### config.mk
export PLATFORM = sky130hd
export DESIGN_NAME = bkq_enq_arbiter
export DESIGN_NICKNAME = d
export VERILOG_FILES = /design/src/rtl/bkq_enq_arbiter.sv
export SDC_FILE = /design/constraint.sdc
export NUM_CORES = 1
export LEC_CHECK = 0
export ABC_AREA = 1
export CAP_MARGIN = 10
export CORE_AREA = 2 2 152 154
export CTS_BUF_LIST = sky130_fd_sc_hd__clkbuf_4 sky130_fd_sc_hd__clkbuf_8 sky130_fd_sc_hd__clkbuf_16
export CTS_CLUSTER_DIAMETER = 40
export DETAILED_ROUTE_END_ITERATION = 6
export DIE_AREA = 0 0 154 156
export GPL_TIMING_DRIVEN = 0
export MAX_ROUTING_LAYER = met4
export PLACE_DENSITY = 0.68
export SLEW_MARGIN = 20
export SYNTH_ARGS = -nofsm -noshare
export SYNTH_HDL_FRONTEND = slang
export SYNTH_SLANG_ARGS = --single-unit
### constraint.sdc
create_clock -name clock -period 3.8 [get_ports clock]
set_input_delay 0.38 -clock clock [delete_from_list [all_inputs] [get_ports clock]]
set_output_delay 0.38 -clock clock [all_outputs]
set_load 0.01 [all_outputs]
### src/rtl/bkq_enq_arbiter.sv
// Round-robin arbiter feeding a single held entry toward a branch-killable queue enqueue port.
// Define BKQ_ARB_KILL_CNT_EN to add a saturating kill_count output.
module bkq_enq_arbiter #(
  parameter int NREQ   = 4,
  parameter int DATA_W = 64,
  parameter int MAXBR  = 8
) (
  input  logic                      clock,
  input  logic                      reset,
  input  logic [NREQ-1:0]           req_valid,
  output logic [NREQ-1:0]           req_ready,
  input  logic [NREQ*DATA_W-1:0]    req_data,
  input  logic [NREQ*MAXBR-1:0]     req_br_mask,
  input  logic [NREQ-1:0]           req_uses_ldq,
  input  logic [MAXBR-1:0]          br_resolve_mask,
  input  logic [MAXBR-1:0]          br_mispredict_mask,
  input  logic                      flush,
  output logic                      enq_valid,
  input  logic                      enq_ready,
  output logic [DATA_W-1:0]         enq_data,
  output logic [MAXBR-1:0]          enq_br_mask,
  output logic                      enq_uses_ldq,
  output logic [$clog2(NREQ)-1:0]   enq_src
`ifdef BKQ_ARB_KILL_CNT_EN
  ,
  output logic [15:0]               kill_count
`endif
);

  localparam int SRC_W = $clog2(NREQ);
  localparam logic [SRC_W:0] NREQ_W = (SRC_W+1)'(NREQ);

  function automatic logic kill_fn(input logic [MAXBR-1:0] m, input logic u,
                                   input logic [MAXBR-1:0] mp, input logic fl);
    kill_fn = ((m & mp) != {MAXBR{1'b0}}) || (fl && u);
  endfunction

  function automatic logic [MAXBR-1:0] upd_fn(input logic [MAXBR-1:0] m,
                                              input logic [MAXBR-1:0] res);
    upd_fn = m & ~res;
  endfunction

  logic                hold_valid_q, hold_valid_d;
  logic [DATA_W-1:0]   data_q, data_d;
  logic [MAXBR-1:0]    mask_q, mask_d;
  logic                uses_q, uses_d;
  logic [SRC_W-1:0]    src_q, src_d;
  logic [SRC_W-1:0]    rr_ptr_q, rr_ptr_d;

  logic [NREQ-1:0]     eligible;
  logic                found;
  logic [SRC_W-1:0]    winner;
  logic [DATA_W-1:0]   sel_data;
  logic [MAXBR-1:0]    sel_mask;
  logic                sel_uses;
  logic                held_kill;
  logic                drain;
  logic                load_en;
  logic                accept;
  logic [SRC_W:0]      next_ptr;

  // Requesters whose own entry is not being killed this cycle may compete.
  always_comb begin
    eligible = {NREQ{1'b0}};
    for (int i = 0; i < NREQ; i++) begin
      eligible[i] = req_valid[i] &&
                    !kill_fn(req_br_mask[i*MAXBR +: MAXBR], req_uses_ldq[i],
                             br_mispredict_mask, flush);
    end
  end

  // First eligible index at or above rr_ptr, wrapping at NREQ.
  always_comb begin
    logic [SRC_W:0] sum;
    found  = 1'b0;
    winner = {SRC_W{1'b0}};
    sum    = {(SRC_W+1){1'b0}};
    for (int k = 0; k < NREQ; k++) begin
      sum = {1'b0, rr_ptr_q} + (SRC_W+1)'(k);
      if (sum >= NREQ_W) begin
        sum = sum - NREQ_W;
      end else begin
        sum = sum;
      end
      if (!found && eligible[sum[SRC_W-1:0]]) begin
        found  = 1'b1;
        winner = sum[SRC_W-1:0];
      end else begin
        found  = found;
      end
    end
  end

  // Mux the winning requester's payload, mask and flag.
  always_comb begin
    sel_data = {DATA_W{1'b0}};
    sel_mask = {MAXBR{1'b0}};
    sel_uses = 1'b0;
    for (int i = 0; i < NREQ; i++) begin
      if (SRC_W'(i) == winner) begin
        sel_data = req_data[i*DATA_W +: DATA_W];
        sel_mask = req_br_mask[i*MAXBR +: MAXBR];
        sel_uses = req_uses_ldq[i];
      end else begin
        sel_data = sel_data;
      end
    end
  end

  // Hold-register control: drain, kill and load may all happen in one cycle.
  always_comb begin
    held_kill = hold_valid_q && kill_fn(mask_q, uses_q, br_mispredict_mask, flush);
    enq_valid = hold_valid_q && !held_kill && !reset;
    drain     = enq_valid && enq_ready;
    load_en   = !hold_valid_q || drain || held_kill;
    accept    = load_en && found && !reset;

    hold_valid_d = hold_valid_q;
    data_d       = data_q;
    mask_d       = upd_fn(mask_q, br_resolve_mask);
    uses_d       = uses_q;
    src_d        = src_q;
    rr_ptr_d     = rr_ptr_q;
    next_ptr     = {1'b0, winner} + (SRC_W+1)'(1);

    if (accept) begin
      hold_valid_d = 1'b1;
      data_d       = sel_data;
      mask_d       = upd_fn(sel_mask, br_resolve_mask);
      uses_d       = sel_uses;
      src_d        = winner;
      if (next_ptr >= NREQ_W) begin
        rr_ptr_d = {SRC_W{1'b0}};
      end else begin
        rr_ptr_d = next_ptr[SRC_W-1:0];
      end
    end else if (drain || held_kill) begin
      hold_valid_d = 1'b0;
    end else begin
      hold_valid_d = hold_valid_q;
    end
  end

  // One-hot grant to the winner only when the hold register can take it.
  always_comb begin
    req_ready = {NREQ{1'b0}};
    for (int i = 0; i < NREQ; i++) begin
      req_ready[i] = accept && (SRC_W'(i) == winner);
    end
  end

  // Held entry is presented with this cycle's resolutions already applied.
  always_comb begin
    enq_data     = data_q;
    enq_br_mask  = upd_fn(mask_q, br_resolve_mask);
    enq_uses_ldq = uses_q;
    enq_src      = src_q;
  end

  // Hold register and round-robin pointer.
  always_ff @(posedge clock or posedge reset) begin
    if (reset) begin
      hold_valid_q <= 1'b0;
      data_q       <= {DATA_W{1'b0}};
      mask_q       <= {MAXBR{1'b0}};
      uses_q       <= 1'b0;
      src_q        <= {SRC_W{1'b0}};
      rr_ptr_q     <= {SRC_W{1'b0}};
    end else begin
      hold_valid_q <= hold_valid_d;
      data_q       <= data_d;
      mask_q       <= mask_d;
      uses_q       <= uses_d;
      src_q        <= src_d;
      rr_ptr_q     <= rr_ptr_d;
    end
  end

`ifdef BKQ_ARB_KILL_CNT_EN
  logic [15:0] kill_cnt_q, kill_cnt_d;

  // Count held entries lost to a kill, even when a new entry replaces them.
  always_comb begin
    if (held_kill && (kill_cnt_q != 16'hFFFF)) begin
      kill_cnt_d = kill_cnt_q + 16'd1;
    end else begin
      kill_cnt_d = kill_cnt_q;
    end
    kill_count = kill_cnt_q;
  end

  // Saturating kill counter.
  always_ff @(posedge clock or posedge reset) begin
    if (reset) begin
      kill_cnt_q <= 16'h0000;
    end else begin
      kill_cnt_q <= kill_cnt_d;
    end
  end
`endif

endmodule

After elaboration in Yosys (flattened, before gate mapping) --
Index checks and enable logic that the tools add are counted.
Cells by class: add/sub/neg operators 8, $lt $le $gt $ge 9, equal/unequal tests 3, multiplexer cells 36, bitwise operators 8, reduce and logical (&&, ||, !) cells 47
Operators by type and width (number):
- $mux W64 | 4
- $and A8 B8 Y8 | 7
- $mux W8 | 5
- $reduce_bool A8 Y1 | 5
- $logic_and A1 B1 Y1 | 22
- $mux W2 | 9
- $mux W1 | 14
- $ge A3 B3 Y1 const B | 4
- $lt A2 B3 Y1 const B | 4
- $logic_not A1 Y1 | 10
- $bmux W1 S2 | 4
- $logic_or A1 B1 Y1 | 8
- $not A8 Y8 | 1
- $sub A2 B1 Y2 const B | 4
- $add A2 B1 Y3 const B | 2
- $add A2 B2 Y3 const B | 2
- $eq A2 B2 Y1 const A | 2
- $ge A2 B3 Y1 const B | 1
- $eq A1 B2 Y1 const A | 1
- $logic_not A2 Y1 | 1
- $reduce_bool A2 Y1 | 1
Storage, ports and cells: bits in registers 78, input bits 316, word-level logic and storage cells 117

Logic depth before layout (Yosys ltp) --
Gate-level depths: netlist of the first run.
depth after elaboration 24, gate-level depth with buffers 21, depth with buffers taken out 20

Worst setup path after synthesis of the first run --
OpenSTA, ideal clock, no wires.
path type input port to output port, start point in reset, end point out req_ready[0], arrival time 3049 ps, path slack 371 ps, stages 7, path buffers 2, cell sequence inv_1 -> nand2_1 -> nand3_1 -> nand3_4 -> buf_6 -> buf_6 -> nor2_1
On the way: longest elaborated chain between the ends 8
RTL lines:
- start, declared | line 9 | input logic reset,
- $logic_not A1 Y1 (no line) (*)
- $logic_and A1 B1 Y1 | line 113 | enq_valid = hold_valid_q && !held_kill && !reset;
- $logic_and A1 B1 Y1 | line 114 | drain = enq_valid && enq_ready;
- $logic_or A1 B1 Y1 (2 in series) | line 115 | load_en = !hold_valid_q || drain || held_kill;
- $logic_and A1 B1 Y1 | line 116 | accept = load_en && found && !reset;
- $logic_and A1 B1 Y1 (*) | line 116
- $logic_and A1 B1 Y1 (*) | line 148 | req_ready[i] = accept && (SRC_W'(i) == winner);
- end, declared | line 11 | output logic [NREQ-1:0] req_ready,
Mark *: on every way between the ends. The rest lies on a longest branch, timed or not.

Worst setup path after layout of the first run --
start point in req_br_mask[29], end point out req_ready[1]
RTL lines:
- start, declared | line 13 | input logic [NREQ*MAXBR-1:0] req_br_mask,
- $and A8 B8 Y8 (*) | line 35 | kill_fn = ((m & mp) != {MAXBR{1'b0}}) || (fl && u);
- $reduce_bool A8 Y1 (*) | line 35
- $logic_or A1 B1 Y1 (*) | line 35
- $logic_not A1 Y1 (*) | line 67 | !kill_fn(req_br_mask[i*MAXBR +: MAXBR], req_uses_ldq[i],
- $logic_and A1 B1 Y1 (*) | line 66 | eligible[i] = req_valid[i] &&
- $bmux W1 S2 | line 85 | if (!found && eligible[sum[SRC_W-1:0]]) begin
- $mux W1 (not written as such) | line 85
- $mux W1 | line 85
- (+4 left out)
- $logic_and A1 B1 Y1 | line 85
- $mux W1 | line 85
- $logic_not A1 Y1 | line 85
- $logic_and A1 B1 Y1 | line 85
- $mux W2 (*) | line 85
- named net winner[0] | line 52 | logic [SRC_W-1:0] winner;
- $eq A1 B2 Y1 (*) | line 148
- $logic_and A1 B1 Y1 (*) | line 148
Mark *: on every way through the listed nets, which the timed path passes. The rest lies on a longest branch. The select of a mux whose other input is x is not followed.

==> impl_metrics.tcl, run 1 <==
set metrics [dict create \
    status "complete, no violations" \
    start_util 0.2712 \
    intPower_mw 5.652 \
    avgSynthCellArea_um2 7.950 \
    crit_path_max_fanout 10 \
    drcViolationCount 0 \
    io_buffers 395 \
    cts.htree.levels 3 \
    start_kind "input port" \
    swShare 0.5313 \
    hold_path.startpoint "enq_data[59]$_DFFE_PP0P_" \
    syn_nets 1083 \
    seq_power_share 0.118 \
    fin_crit_sh 0.9577 \
    crit_chain "clkdlybuf4s50_1 > nand2_1 > nand2_1 > nor2_2 > nand3_1 > nand2_1 > nand2_1 > nand2_1 > nand2_2 > nand2_1 > nand2_1 > nand2_1 > nand3_2 > inv_1 > ha_2 > buf_6 > inv_1 > nor2_1 > clkdlybuf4s50_1" \
    max_stage_delay_ns 0.53 \
    synth.largest_area_cell "dfrtp_1" \
    cp_slowest_cell "clkdlybuf4s50_1" \
    overflow 0 \
    gp_congestion 0.9095 \
    clockBufferDepth 2 \
    nets 1491 \
    slew_headroom 0.4442 \
    yosysWarnings 0 \
    setup_violations 0 \
    area_delta_synth_final_pct 79.31 \
    drtAntennaViolNets 0 \
    combPwrFrac 0.805 \
    worst_path_most_repeated_cell "nand2_1" \
    wire_per_inst_um 19.51 \
    mostFrequentLayoutCells "clkdlybuf4s50_1 (385), nand2_1 (186), o21ai_0 (78), dfrtp_1 (78), a22oi_1 (73)" \
    r2r_end "enq_data[44]$_DFFE_PP0P_" \
    wirelength_um 28490 \
    grt.total_usage 0.2328 \
    cts_buffers 9 \
    ir_drop_mv 0.4911 \
    drive_above_1_share 0.1609 \
    synth_cell_types 30 \
    cp.arrival_ns 3.26 \
    fillCellCount 2160 \
    rows 55 \
    clock-sinks 78 \
    diodes 0 \
    multiInputGateArea_um2 3761 \
    postCtsHoldBufs 0 \
    synthTopCellsByArea "dfrtp_1 (32%), nand2_1 (12%), mux2i_1 (11%)" \
    cp-end-kind "primary output" \
    first_global_vias 7300 \
    layout_commonest_cell "clkdlybuf4s50_1" \
    tritoncts "done" \
    rrSetupSlack_ns 0.47 \
    cts-root-buf "clkbuf_16" \
    core-area_um2 22370 \
    clockPowerShare 0.077 \
    whs_ns 0.4827 \
    grt_start_max_net_pins 42 \
    viasPerCell 4.903 \
    grt_antenna_before_repair 0 \
    die_height_um 156 \
    grt_pass1_wl_um 41370 \
    seq_area_frac_synth 0.3218 \
    hold_viol 0 \
    yosysTopAreaCellShare 0.3218 \
    hold-path-endpoint "enq_data[59]$_DFFE_PP0P_" \
    cp.required_ns 3.42 \
    drt_iter0_markers 399 \
    worst_pin_slew_ns 0.8337 \
    min_period_ns 3.639 \
    finalClockSkew_ns 0.009873 \
    die_area_um2 24020 \
    hold_class "flop to flop" \
    slew_violations 0 \
    reg2reg_depth 18 \
    p_switching_mw 6.408 \
    num_vias 7159 \
    syn_inst 763 \
    ios 396 \
    ys_ff_latch 78 \
    worst_r2r_startpoint "rr_ptr_q[0]$_DFFE_PP0P_" \
    power.leakage_nw 4.339 \
    dp_hpwl_um 22740 \
    first_pass_iters 6 \
    regArea_um2 1952 \
    fmax_mhz 274.8 \
    rsz0062_at_grt "true" \
    worstSkewPairLatency_ns 0.34 \
    synth_area_um2 6066 \
    whs_path_depth 2 \
    path_class "input port to primary output" \
    clkSlewWorstSetupHoldPaths_ns 0.06 \
    p_per_area_nw_per_um2 1109 \
    die_w_um 154 \
    drv_cap 0 \
    finalSetupTns_ns 0 \
]
-- power by group through the flow --
stage | Sequential (mW) | Clock (mW) | Combinational (mW)
4_1_cts | 1.43 | 0.946 | 9.68
5_1_grt | 1.46 | 0.982 | 10.6
2_1_floorplan | 1.54 | 0 | 6.09
6_report | 1.43 | 0.925 | 9.71
3_5_place_dp | 1.43 | 0 | 9.50
3_3_place_gp | 1.42 | 0 | 9.40
-- final cells by class --
class / count / area share
buffer: 57 / 0.03693
clock buffer: 9 / 0.02071
clock inverter: 6 / 0.008052
inverter: 19 / 0.007247
multi-input combinational: 609 / 0.3458
sequential: 78 / 0.1795
tap: 285 / 0.03278
timing repair buffer: 397 / 0.3690
-- per-stage QoR --
step           cells  instance area (µm²)  setup WS [ns]    util  power (mW)
2_1_floorplan    763                 6066         0.3710       -       7.628
3_3_place_gp    1443                10380         -1.708  0.4639       10.82
3_5_place_dp    1444                10410        -0.8805  0.4654       10.93
4_1_cts         1459                10790       -0.05240  0.4825       12.05
5_1_grt         1460                10880       -0.01332  0.4863       13.07
6_report        1460                10880         0.1608  0.4863       12.06
-- cell usage after synthesis --
master      n
a21boi_1    4
xor2_2      1
a22oi_1    73
nor2_1     36
o21ai_2    69
a21oi_1     8
o21ai_1     1
a22o_1      2
nor2_2      5
mux2i_1    65
clkbuf_1   36
inv_1      16
nand2_2    42
buf_8       1
inv_2       2
nand4_1     9
a211oi_1    1
nand4_4     1
nand3_4     1
o21ai_0    79
a221oi_1    1
clkinv_1    1
buf_4       1
ha_1        4
dfrtp_1    78
buf_1       2
nand3_1    19
buf_2       2
nand2_1   188
buf_6      15
-- layer usage --
layer  wire length, µm  track usage  vias to the layer above
met5                 0            -                        -
met4               773      0.07388                        0
met3              1711      0.04361                       49
met2             14220       0.4023                      322
met1             11780       0.2746                     3311
li1                  -            -                     3477
-- sequential cells by signal, summed over array words and instances (netlist names) --
register	count
enq_src	2
rr_ptr_q	2
enq_uses_ldq	1
mask_q	8
enq_data	64
hold_valid_q	1
-- how the worst max path moves through the flow --
stage,from,end,slack (ns),depth (start not counted)
3_3_place_gp,reset,req_ready[0],-1.71,9
5_1_grt,req_br_mask[20],enq_data[44]$_DFFE_PP0P_,-0.01,22
3_5_place_dp,br_mispredict_mask[0],req_ready[3],-0.88,17
4_1_cts,br_mispredict_mask[0],enq_data[12]$_DFFE_PP0P_,-0.05,21
2_1_floorplan,reset,req_ready[0],0.37,7
6_report,req_br_mask[29],req_ready[1],0.16,19
-- critical path: cells and delay by family --
| family | cells | cell delay [ns] |
|---|---|---|
| buf+inv | 5 | 1.32 |
| fa+ha+maj | 1 | 0.24 |
| simple gates | 13 | 1.31 |
-- cells by family after synthesis --
family                   after synthesis  synth area share
AO/OA/AOI/OAI                        238            0.2731
AND/OR/NAND/NOR                      301            0.2184
adder cells (fa/ha/maj)                4          0.008251
multiplexers                          65            0.1073
XOR/XNOR                               1          0.002682
buffers and inverters                 76           0.06848
flip-flops                            78            0.3218
-- timing repair --
action,CTS,global route
buffers inserted,0,1
pin swaps,0,2
resized for setup,22,47
endpoints found under the setup margin,76,76
hold endpoints to repair,0,0
No activity file was read; power rests on OpenSTA's default activity.
==> run 2, diff against run 1 <==
==> constraint.sdc (replaced) <==
create_clock -name clock -period 3.8 [get_ports clock]
set_input_delay 0.76 -clock clock [delete_from_list [all_inputs] [get_ports clock]]
set_output_delay 0.76 -clock clock [all_outputs]
set_load 0.01 [all_outputs]
==> run 2 against run 1 <==
- sequential share of layout area shrank 0.54 points
- utilization grew 1.5 points
- combinational power grew 5%
- die area is the same
- cell count grew 1.8%
- global-route usage grew 0.35 points
- cell area grew 3.1%
- flip-flop and latch count is the same
- count of clock-buffer cells in the layout grew 1
- via count grew 2.4%
- clock skew shrank 0.0039 ns
- critical path type unchanged
- critical endpoint is now req_ready[0]
==> impl_metrics.tcl, run 2 (synthesis results as in run 1) <==
set metrics [dict create \
    slew_headroom 0.4483 \
    ir_drop_mv 0.5319 \
    finalClockSkew_ns 0.005924 \
    max_stage_delay_ns 0.43 \
    num_vias 7331 \
    grt_pass1_wl_um 42080 \
    crit_chain "clkdlybuf4s50_1 > nand2_1 > nand2_1 > nor2_4 > nand3_2 > nand2_2 > nand2_2 > o21ai_2 > nand2_2 > nand3_1 > nand3_4 > buf_4 > ha_1 > inv_2 > nor2_1 > buf_2" \
    power.leakage_nw 4.518 \
    mostFrequentLayoutCells "clkdlybuf4s50_1 (368), nand2_1 (167), dfrtp_1 (78), o21ai_0 (75), a22oi_1 (73)" \
    slew_violations 0 \
    crit_buf_inv 4 \
    drive_above_1_share 0.2148 \
    ios 396 \
    dp_hpwl_um 22810 \
    first_global_vias 7361 \
    core-area_um2 22370 \
    clockPowerShare 0.081 \
    crit_path_max_fanout 3 \
    start_kind "input port" \
    intPower_mw 6.095 \
    clkSlewWorstSetupHoldPaths_ns 0.06 \
    worstSkewPairLatency_ns 0.34 \
    grt_start_max_net_pins 32 \
    cp.required_ns 3.04 \
    drcViolationCount 0 \
    fin_cells 1486 \
    overflow 0 \
    cts_buffers 9 \
    die_w_um 154 \
    first_pass_iters 5 \
    area_delta_synth_final_pct 84.90 \
    seq_power_share 0.112 \
    combPwrFrac 0.807 \
    cp.arrival_ns 2.89 \
    largest_reg_flops 64 \
    cts.htree.levels 3 \
    setup_violations 0 \
    rsz0062_at_grt "true" \
    clockBufferDepth 2 \
    io_buffers 395 \
    p_per_area_nw_per_um2 1131 \
    cp_slowest_cell "clkdlybuf4s50_1" \
    postCtsHoldBufs 0 \
    min_period_ns 3.650 \
    wire_per_inst_um 19.29 \
    fin_crit_sh 0.9604 \
    wirelength_um 28660 \
    drv_cap 0 \
    rows 55 \
    fin_total_pwr_mw 12.69 \
    cp-end-kind "primary output" \
    worst_path_most_repeated_cell "nand2_2" \
    finalSetupTns_ns 0 \
    drtAntennaViolNets 0 \
    dpl.cell_count 1446 \
    die_area_um2 24020 \
    die_height_um 156 \
    drt_iter0_markers 424 \
    diodes 0 \
    viasPerCell 4.933 \
    status "complete, no violations" \
    grt_antenna_before_repair 0 \
    tritoncts "done" \
    grt.total_usage 0.2363 \
    swShare 0.5195 \
    gp_congestion 0.8960 \
    path_class "input port to primary output" \
    worst_path_dominant_cell_family "simple AND/OR/NAND/NOR gates" \
    worst_pin_slew_ns 0.8276 \
    hold_viol 0 \
    layout_commonest_cell "clkdlybuf4s50_1" \
    cts-root-buf "clkbuf_16" \
    start_util 0.2712 \
    fmax_mhz 274.0 \
    p_switching_mw 6.591 \
    clock-sinks 78 \
    hold_class "flop to flop" \
    nets 1516 \
]
==> run 2: cell types whose count changed in the layout (fill, tap and decap cells not counted), sizes merged <==
cell,before,now
dlymetal6s2s,10,4
dlygate4sd2,0,19
bufinv,2,3
clkinvlp,3,2
buf,26,56
clkdlybuf4s50,385,368
clkinv,2,3
clkbuf,42,41
==> run 2: area by class of cell <==
type / count / area [µm²]
plain buffers: 54 / 401.6
inverters: 19 / 85.08
repair buffers: 424 / 4170
fillers: 2200 / 11150
clock buffers: 10 / 239.0
multi-input cells: 609 / 3897
flip-flops and latches: 78 / 1952
clock inverters: 6 / 108.9
well taps: 285 / 356.6
repair inverters: 1 / 5.005
==> run 2: worst reg2reg max path, delay by kind of cell (launching register included) <==
family,cells,cell delay [ns]
multiplexers,1,0.25
buffers and inverters,7,1.39
AO/OA/AOI/OAI,2,0.23
adder cells (fa/ha/maj),1,0.18
AND/OR/NAND/NOR,6,0.59
flip-flops,1,0.41
==> run 2: through the flow <==
stage	util	instance area [µm²]	setup WS [ns]	hold WS, ns
after floorplan	-	6070	0.2924	0.5132
after global placement	0.4641	10380	-1.762	0.4641
after detailed placement	0.4667	10440	-1.644	0.4650
after CTS	0.4949	11070	0.003426	0.4814
after global routing	0.5015	11220	-0.02826	0.5051
final	0.5015	11220	0.1504	0.4791
==> run 2: path summary, 6_finish.rpt <==
| kind | startpoint | to | slack, ns | cells after the start |
|---|---|---|---|---|
| worst max-delay path | req_uses_ldq[0] | req_ready[0] | 0.15 | 16 |
| worst min-delay path | enq_data[8]$_DFFE_PP0P_ | enq_data[8]$_DFFE_PP0P_ | 0.48 | 2 |
| worst max register to register | rr_ptr_q[0]$_DFFE_PP0P_ | enq_data[47]$_DFFE_PP0P_ | 0.63 | 17 |
| worst min register to register | enq_data[8]$_DFFE_PP0P_ | enq_data[8]$_DFFE_PP0P_ | 0.48 | 2 |
| max in group asynchronous | reset | enq_data[17]$_DFFE_PP0P_ | 2.35 | 4 |
| min in group asynchronous | reset | enq_data[49]$_DFFE_PP0P_ | 0.98 | 2 |
==> run 2: routing by layer <==
metal  share of wire  wire, µm  global-route usage
met4           0.028       811             0.07210
met2            0.50     14450              0.4121
met3           0.066      1892             0.05278
met1            0.40     11510              0.2716
met5               0         0                   -
==> run 2: power groups by stage <==
| stage | registers [mW] | logic, mW | clock network [mW] |
|---|---|---|---|
| 3_3_place_gp | 1.42 | 9.44 | 0 |
| 4_1_cts | 1.43 | 10.1 | 1.04 |
| 2_1_floorplan | 1.54 | 6.09 | 0 |
| 3_5_place_dp | 1.43 | 9.57 | 0 |
| 6_report | 1.42 | 10.2 | 1.02 |
| 5_1_grt | 1.46 | 11.2 | 1.09 |
==> run 2: what timing repair did <==
| action | CTS | global route |
|---|---|---|
| gates resized for setup | 88 | 67 |
| buffers inserted | 20 | 6 |
| gates cloned | 1 | 0 |
| endpoints found under the hold margin | 0 | 0 |
| pin swaps | 17 | 17 |
| setup endpoints to repair | 77 | 77 |
